--- src/rtl/tiny_npu_pkg.sv ---
// Shared types and width helpers for the NPU host loader.
package tiny_npu_pkg;

  typedef enum logic [1:0] {
    IDLE   = 2'd0,
    LOAD_W = 2'd1,
    LOAD_X = 2'd2,
    DONE   = 2'd3
  } load_state_e;

  // Index width for a SIZE-entry dimension; never below one bit.
  function automatic int sel_width(input int size);
    return (size > 1) ? $clog2(size) : 1;
  endfunction

  // Flat address width for a SIZE x SIZE matrix.
  function automatic int addr_width(input int size);
    return (size * size > 1) ? $clog2(size * size) : 1;
  endfunction

endpackage

--- src/rtl/npu_stage_regfile.sv ---
// Host staging register file: one synchronous write port, one combinational read port.
module npu_stage_regfile
  import tiny_npu_pkg::*;
#(
  parameter int DEPTH = 4,
  parameter int NBITS = 8,
  parameter int AW    = sel_width(DEPTH)
) (
  input  logic             clk,
  input  logic             rst,
  input  logic             we,
  input  logic [AW-1:0]    waddr,
  input  logic [NBITS-1:0] wdata,
  input  logic [AW-1:0]    raddr,
  output logic [NBITS-1:0] rdata
);

  logic [NBITS-1:0] mem [DEPTH];

  // NOTE: the staging array is built from flops, not RAM, because a reset must
  // clear every entry; a RAM macro could not be cleared in a single cycle.
  always_ff @(posedge clk) begin
    if (rst) begin
      for (int i = 0; i < DEPTH; i++) begin
        // NOTE: sequential state always uses non-blocking assignment.
        mem[i] <= '0;
      end
    end else if (we) begin
      mem[waddr] <= wdata;
    end
  end

  assign rdata = mem[raddr];

endmodule

--- src/rtl/tiny_npu_loader.sv ---
// Streams staged weights, then inputs, onto the NPU datapath load ports.
module tiny_npu_loader
  import tiny_npu_pkg::*;
#(
  parameter int SIZE  = 4,
  parameter int NBITS = 8
) (
  input  logic                         clk,
  input  logic                         rst,
  input  logic                         wr_en,
  input  logic                         wr_is_w,
  input  logic [addr_width(SIZE)-1:0]  wr_addr,
  input  logic [NBITS-1:0]             wr_data,
  input  logic                         start,
  output logic                         busy,
  output logic                         done,
  output logic [NBITS-1:0]             w_in,
  output logic                         w_load_val,
  output logic [sel_width(SIZE)-1:0]   w_load_sel,
  input  logic                         w_ready,
  output logic [NBITS-1:0]             x_in,
  output logic                         x_load_val,
  input  logic                         x_ready
);

  localparam int SW = sel_width(SIZE);
  localparam int AW = addr_width(SIZE);
  localparam logic [SW-1:0] LAST   = SW'(SIZE - 1);
  localparam logic [AW-1:0] SIZE_A = AW'(SIZE);

  load_state_e state_q, state_d;
  logic [SW-1:0] r_q, c_q, k_q;
  logic [SW-1:0] r_d, c_d, k_d;

  logic w_xfer, x_xfer;
  logic w_we, x_we;
  logic [SW-1:0] x_waddr;
  logic [AW-1:0] w_raddr;
  logic [NBITS-1:0] w_rd_raw, x_rd_raw, w_rd, x_rd;

  logic             busy_d, done_d, w_val_d, x_val_d;
  logic [SW-1:0]    w_sel_d;
  logic [NBITS-1:0] w_in_d, x_in_d;

  assign w_xfer = w_load_val && w_ready;
  assign x_xfer = x_load_val && x_ready;

  // Host writes are only honoured while idle, so staging is frozen during a stream.
  assign w_we    = wr_en && wr_is_w && (state_q == IDLE);
  assign x_we    = wr_en && !wr_is_w && (state_q == IDLE) && (wr_addr < SIZE_A);
  assign x_waddr = wr_addr[SW-1:0];

  // Read at the next-cycle indices so the registered outputs line up with the state.
  assign w_raddr = AW'(r_d) * SIZE_A + AW'(c_d);

  npu_stage_regfile #(
    .DEPTH (SIZE * SIZE),
    .NBITS (NBITS),
    .AW    (AW)
  ) u_w_stage (
    .clk   (clk),
    .rst   (rst),
    .we    (w_we),
    .waddr (wr_addr),
    .wdata (wr_data),
    .raddr (w_raddr),
    .rdata (w_rd_raw)
  );

  npu_stage_regfile #(
    .DEPTH (SIZE),
    .NBITS (NBITS),
    .AW    (SW)
  ) u_x_stage (
    .clk   (clk),
    .rst   (rst),
    .we    (x_we),
    .waddr (x_waddr),
    .wdata (wr_data),
    .raddr (k_d),
    .rdata (x_rd_raw)
  );

  // A write landing on the same edge as start must already show in the first word.
  assign w_rd = (w_we && (wr_addr == w_raddr)) ? wr_data : w_rd_raw;
  assign x_rd = (x_we && (x_waddr == k_d))     ? wr_data : x_rd_raw;

  always_ff @(posedge clk) begin
    if (rst) begin
      state_q <= IDLE;
      r_q     <= '0;
      c_q     <= '0;
      k_q     <= '0;
    end else begin
      state_q <= state_d;
      r_q     <= r_d;
      c_q     <= c_d;
      k_q     <= k_d;
    end
  end

  always_comb begin
    // NOTE: defaults first so every path assigns every signal and no latch is inferred.
    state_d = state_q;
    r_d     = r_q;
    c_d     = c_q;
    k_d     = k_q;
    unique case (state_q)
      IDLE: begin
        if (start) begin
          state_d = LOAD_W;
          r_d     = '0;
          c_d     = '0;
          k_d     = '0;
        end
      end
      LOAD_W: begin
        if (w_xfer) begin
          if (c_q == LAST) begin
            c_d = '0;
            if (r_q == LAST) begin
              r_d     = '0;
              state_d = LOAD_X;
            end else begin
              r_d = r_q + SW'(1);
            end
          end else begin
            c_d = c_q + SW'(1);
          end
        end
      end
      LOAD_X: begin
        if (x_xfer) begin
          if (k_q == LAST) begin
            k_d     = '0;
            state_d = DONE;
          end else begin
            k_d = k_q + SW'(1);
          end
        end
      end
      DONE:    state_d = IDLE;
      default: state_d = IDLE;
    endcase
  end

  // Outputs are decoded from the next state and registered, so they change only on edges.
  always_comb begin
    busy_d  = (state_d == LOAD_W) || (state_d == LOAD_X);
    done_d  = (state_d == DONE);
    w_val_d = (state_d == LOAD_W);
    x_val_d = (state_d == LOAD_X);
    w_sel_d = w_val_d ? r_d  : '0;
    w_in_d  = w_val_d ? w_rd : '0;
    x_in_d  = x_val_d ? x_rd : '0;
  end

  always_ff @(posedge clk) begin
    if (rst) begin
      busy       <= 1'b0;
      done       <= 1'b0;
      w_load_val <= 1'b0;
      x_load_val <= 1'b0;
      w_load_sel <= '0;
      w_in       <= '0;
      x_in       <= '0;
    end else begin
      busy       <= busy_d;
      done       <= done_d;
      w_load_val <= w_val_d;
      x_load_val <= x_val_d;
      w_load_sel <= w_sel_d;
      w_in       <= w_in_d;
      x_in       <= x_in_d;
    end
  end

endmodule

--- config.mk ---
export PLATFORM = sky130hd
export DESIGN_NAME = tiny_npu_loader
export DESIGN_NICKNAME = d
export VERILOG_FILES = /design/src/rtl/tiny_npu_pkg.sv /design/src/rtl/npu_stage_regfile.sv /design/src/rtl/tiny_npu_loader.sv
export SDC_FILE = /design/constraint.sdc
export NUM_CORES = 1
export LEC_CHECK = 0
export BUFFER_PORTS_ARGS = -buffer_cell sky130_fd_sc_hd__buf_2
export CAP_MARGIN = 25
export CORE_MARGIN = 4
export CORE_UTILIZATION = 35
export CTS_CLUSTER_DIAMETER = 120
export DETAILED_ROUTE_END_ITERATION = 7
export HOLD_SLACK_MARGIN = 0.12
export PLACE_DENSITY_LB_ADDON = 0.08
export SLEW_MARGIN = 40
export SYNTH_ARGS = -nofsm -noshare
export SYNTH_HDL_FRONTEND = slang
export SYNTH_SLANG_ARGS = --single-unit
--- constraint.sdc ---
create_clock -name clk -period 2.9 [get_ports clk]
set_input_delay 0.145 -clock clk [delete_from_list [all_inputs] [get_ports clk]]
set_output_delay 0.145 -clock clk [all_outputs]
set_load 0.03 [all_outputs]
==> key figures <==
STA
  • RSZ-0062 raised after global routing: no
  • Slew headroom: 51.7%
  • Final Max Tran Viols: 0
  • Clk_skew: 0.0142 ns
  • Crit path time final: 2.75 ns
  • Max Clock Freq: 363 MHz
  • Setup TNS: 0 ns
  • Period utilisation layout: 95.0%
  • Worst-Margin Slew: 0.721 ns
  • Setup violators final: 0
  • Final-report hold violation count: 0
  • Final WS setup: 0.145 ns

Pwr
  • Pint: 4.34 mW
  • Maximum vdd drop: 0.000352 V
  • Switching power: 1.35 mW
  • Comb power frac: 5.2%
  • Sequential share of power: 54.0%
  • Clk network pwr share: 40.8%
  • Leak pwr: 3.74 nW
  • Pwr Density: 580 mW/mm²
  • Sw Ratio: 23.7%

Placement
  • GP Congestion: 0.790
  • Post-Place Cell Area: 0.00924 mm²
  • Post-DP HPWL: 14,900 µm
  • Number of port buffers: 40
  • Dpl ws: 0.138 ns

Worst setup path
  • Critical path endpoint category: flop
  • Startpoint types: flop
  • Worst Setup Path Type: reg -> reg
  • Worst Path Required: 3.22 ns
  • Critical path arrival: 3.07 ns
  • CP Max Fanout: 17

Worst hold path
  • Hold Path Class: in -> reg

Synthesis
  • Syn Inst Count: 612
  • Yosys cell types: 47
  • Top FF cell, synth: edfxtp_1
  • YS warnings: 0
  • Yosys reg bits: 190
  • EDFF count, synth: 160
  • Synthesized area: 0.00853 mm²
  • Ys async rst share: 0%
  • Avg Synthesized Cell Area: 13.9 µm²
  • Syn Nets: 637
  • Register area share after synthesis: 63.4%

Cells and area
  • Final core occ: 41.4%
  • Post-route cell area: 0.00982 mm²
  • Final Net Count: 694
  • Antenna Cells: 0
  • Share of layout cells above drive strength 1: 22.1%
  • P&R area growth vs syn: 15.1%

Global routing
  • First-pass GRT wire length: 33,000 µm
  • GRT Residual Overflow: 0
  • Vias in the first global route: 5,174
  • Initial antenna violation count: 0
  • Largest net degree at the start of global routing: 34
  • GRT Total Usage: 16.7%

Die
  • Site Rows: 56
  • Height of the die: 164 µm
  • Die W: 164 µm
  • # IOs: 41
  • Die area: 0.0269 mm²
  • Core Box Area: 0.0238 mm²
  • Starting Density: 35.9%

Clock network
  • Clk Latency, worst-skew pair: 0.43 ns
  • Clk sink count: 190
  • Root buffer cell: clkbuf_16
  • Post-CTS sizing: 0
  • CTS tree: done
  • Deepest clock path buffer count: 2
  • Htree depth: 4
  • Postcts setup bufs: 0
  • Total CTS buffers: 17
  • CTS Hold Bufs: 0
  • CTS clk-pin slew, worst paths: 0.07 ns

Detailed routing
  • Total wire length: 21,700 µm
  • Vias: 5,082
  • Initial drt markers: 428
  • Drt pass-1 iters: 5
  • Post-DRT Antenna Nets: 0
  • Drt wl/cell: 21.7 µm
  • Via-to-Cell Ratio: 5.08
  • DRC viols: 0

Run status
  • Outcome: finished clean

Run
  • Max-cap violations: 0
power by group through the flow:
stage / clock network [mW] / registers (mW) / logic [mW]
CTS: 2.37 / 3.08 / 0.301
global placement: 0 / 3.14 / 0.298
finish: 2.32 / 3.07 / 0.294
detailed placement: 0 / 3.14 / 0.300
global route: 2.48 / 3.08 / 0.320
floorplan: 0 / 3.13 / 0.165
Yosys cell counts (all sizes together), types with 9 or more instances:
master  instances  share of area, %
a211oi         16               1.4
a22oi          16               1.4
and2          131               9.6
buf            13              0.97
clkbuf         18              0.79
dfxtp          30               7.0
edfxtp        160                56
inv            14              0.62
mux2i           9               1.1
mux4           32               8.8
nand2          25               1.2
nor2           51               2.2
nor2b          10              0.73
or2            17               1.2
through the flow:
stage	total power [mW]	instances	hold slack (ns)
after floorplan	3.29	612	0.270
after global placement	3.44	969	0.540
after detailed placement	3.44	969	0.556
after CTS	5.75	1001	0.124
after global routing	5.88	1001	0.147
final	5.69	1001	0.143
area by class of cell:
cell class,count,area (µm²)
Tap cell,319,399
Clock buffer,19,464
Timing Repair Buffer,69,455
Inverter,14,52.6
Clock inverter,13,120
Sequential cell,190,5410
Fill cell,2231,13900
Multi-Input combinational cell,377,2930
per-layer routing:
metal  share of wire (%)  GRT usage (%)  wire length, µm
met5                   0              0                0
met4                0.94           4.23              204
met3                 4.1           2.69              897
met2                  46           26.3             9980
met1                  49           24.3            10600
layout by cell type, fill, tap and decap left out, types with 3 or more instances in the layout:
cell type,instances
inv_8,4
o21bai_1,4
buf_2,40
inv_1,14
clkbuf_16,18
or2_2,17
nor3_1,8
nor2_1,50
nand2b_1,6
edfxtp_1,160
buf_12,3
a211oi_1,16
clkinv_4,5
nand3_1,5
a31oi_1,3
a21oi_1,3
buf_4,26
nand2_1,24
xor2_1,3
nor2b_1,10
ha_1,6
a22o_1,8
mux2i_1,9
a22oi_1,16
mux4_2,24
mux4_1,8
inv_6,3
and2_1,131
dfxtp_1,30
critical path: stages, from the launching register on:
cell	delay, ns
dfxtp_1	0.34
ha_1	0.30
and4b_4	0.25
o21ai_4	0.06
nand2_4	0.21
buf_12	0.22
mux4_1	0.62
a22oi_1	0.34
nand2_1	0.10
a22o_1	0.18
cell families (layout without fill, tap and decap cells):
family	count (synthesis)	count (layout)	synth area share (%)
AND/OR/NAND/NOR	266	266	17.6
multiplexers	41	41	9.86
AO/OA/AOI/OAI	60	60	5.56
buffers and inverters	45	115	2.38
XOR/XNOR	4	4	0.411
adder cells (fa/ha/maj)	6	6	0.880
flip-flops	190	190	63.4
sequential cells by signal (all words and copies together), names as in the netlist:
name / cells
u_x_stage.mem: 32
busy: 1
w_in: 8
x_in: 8
done: 1
c_q: 2
u_w_stage.mem: 128
k_q: 2
state_q: 2
w_load_val: 1
x_load_val: 1
w_load_sel: 2
r_q: 2
final timing paths:
check	cells after the start	slack, ns	start	end
worst max-delay path	9	0.15	c_q[0]	w_in[4]
worst max register to register	9	0.15	c_q[0]	w_in[4]
worst min-delay path	3	0.14	start	k_q[1]
worst min register to register	2	0.57	c_q[1]	c_q[1]
Power figures use the tool's default switching activity.
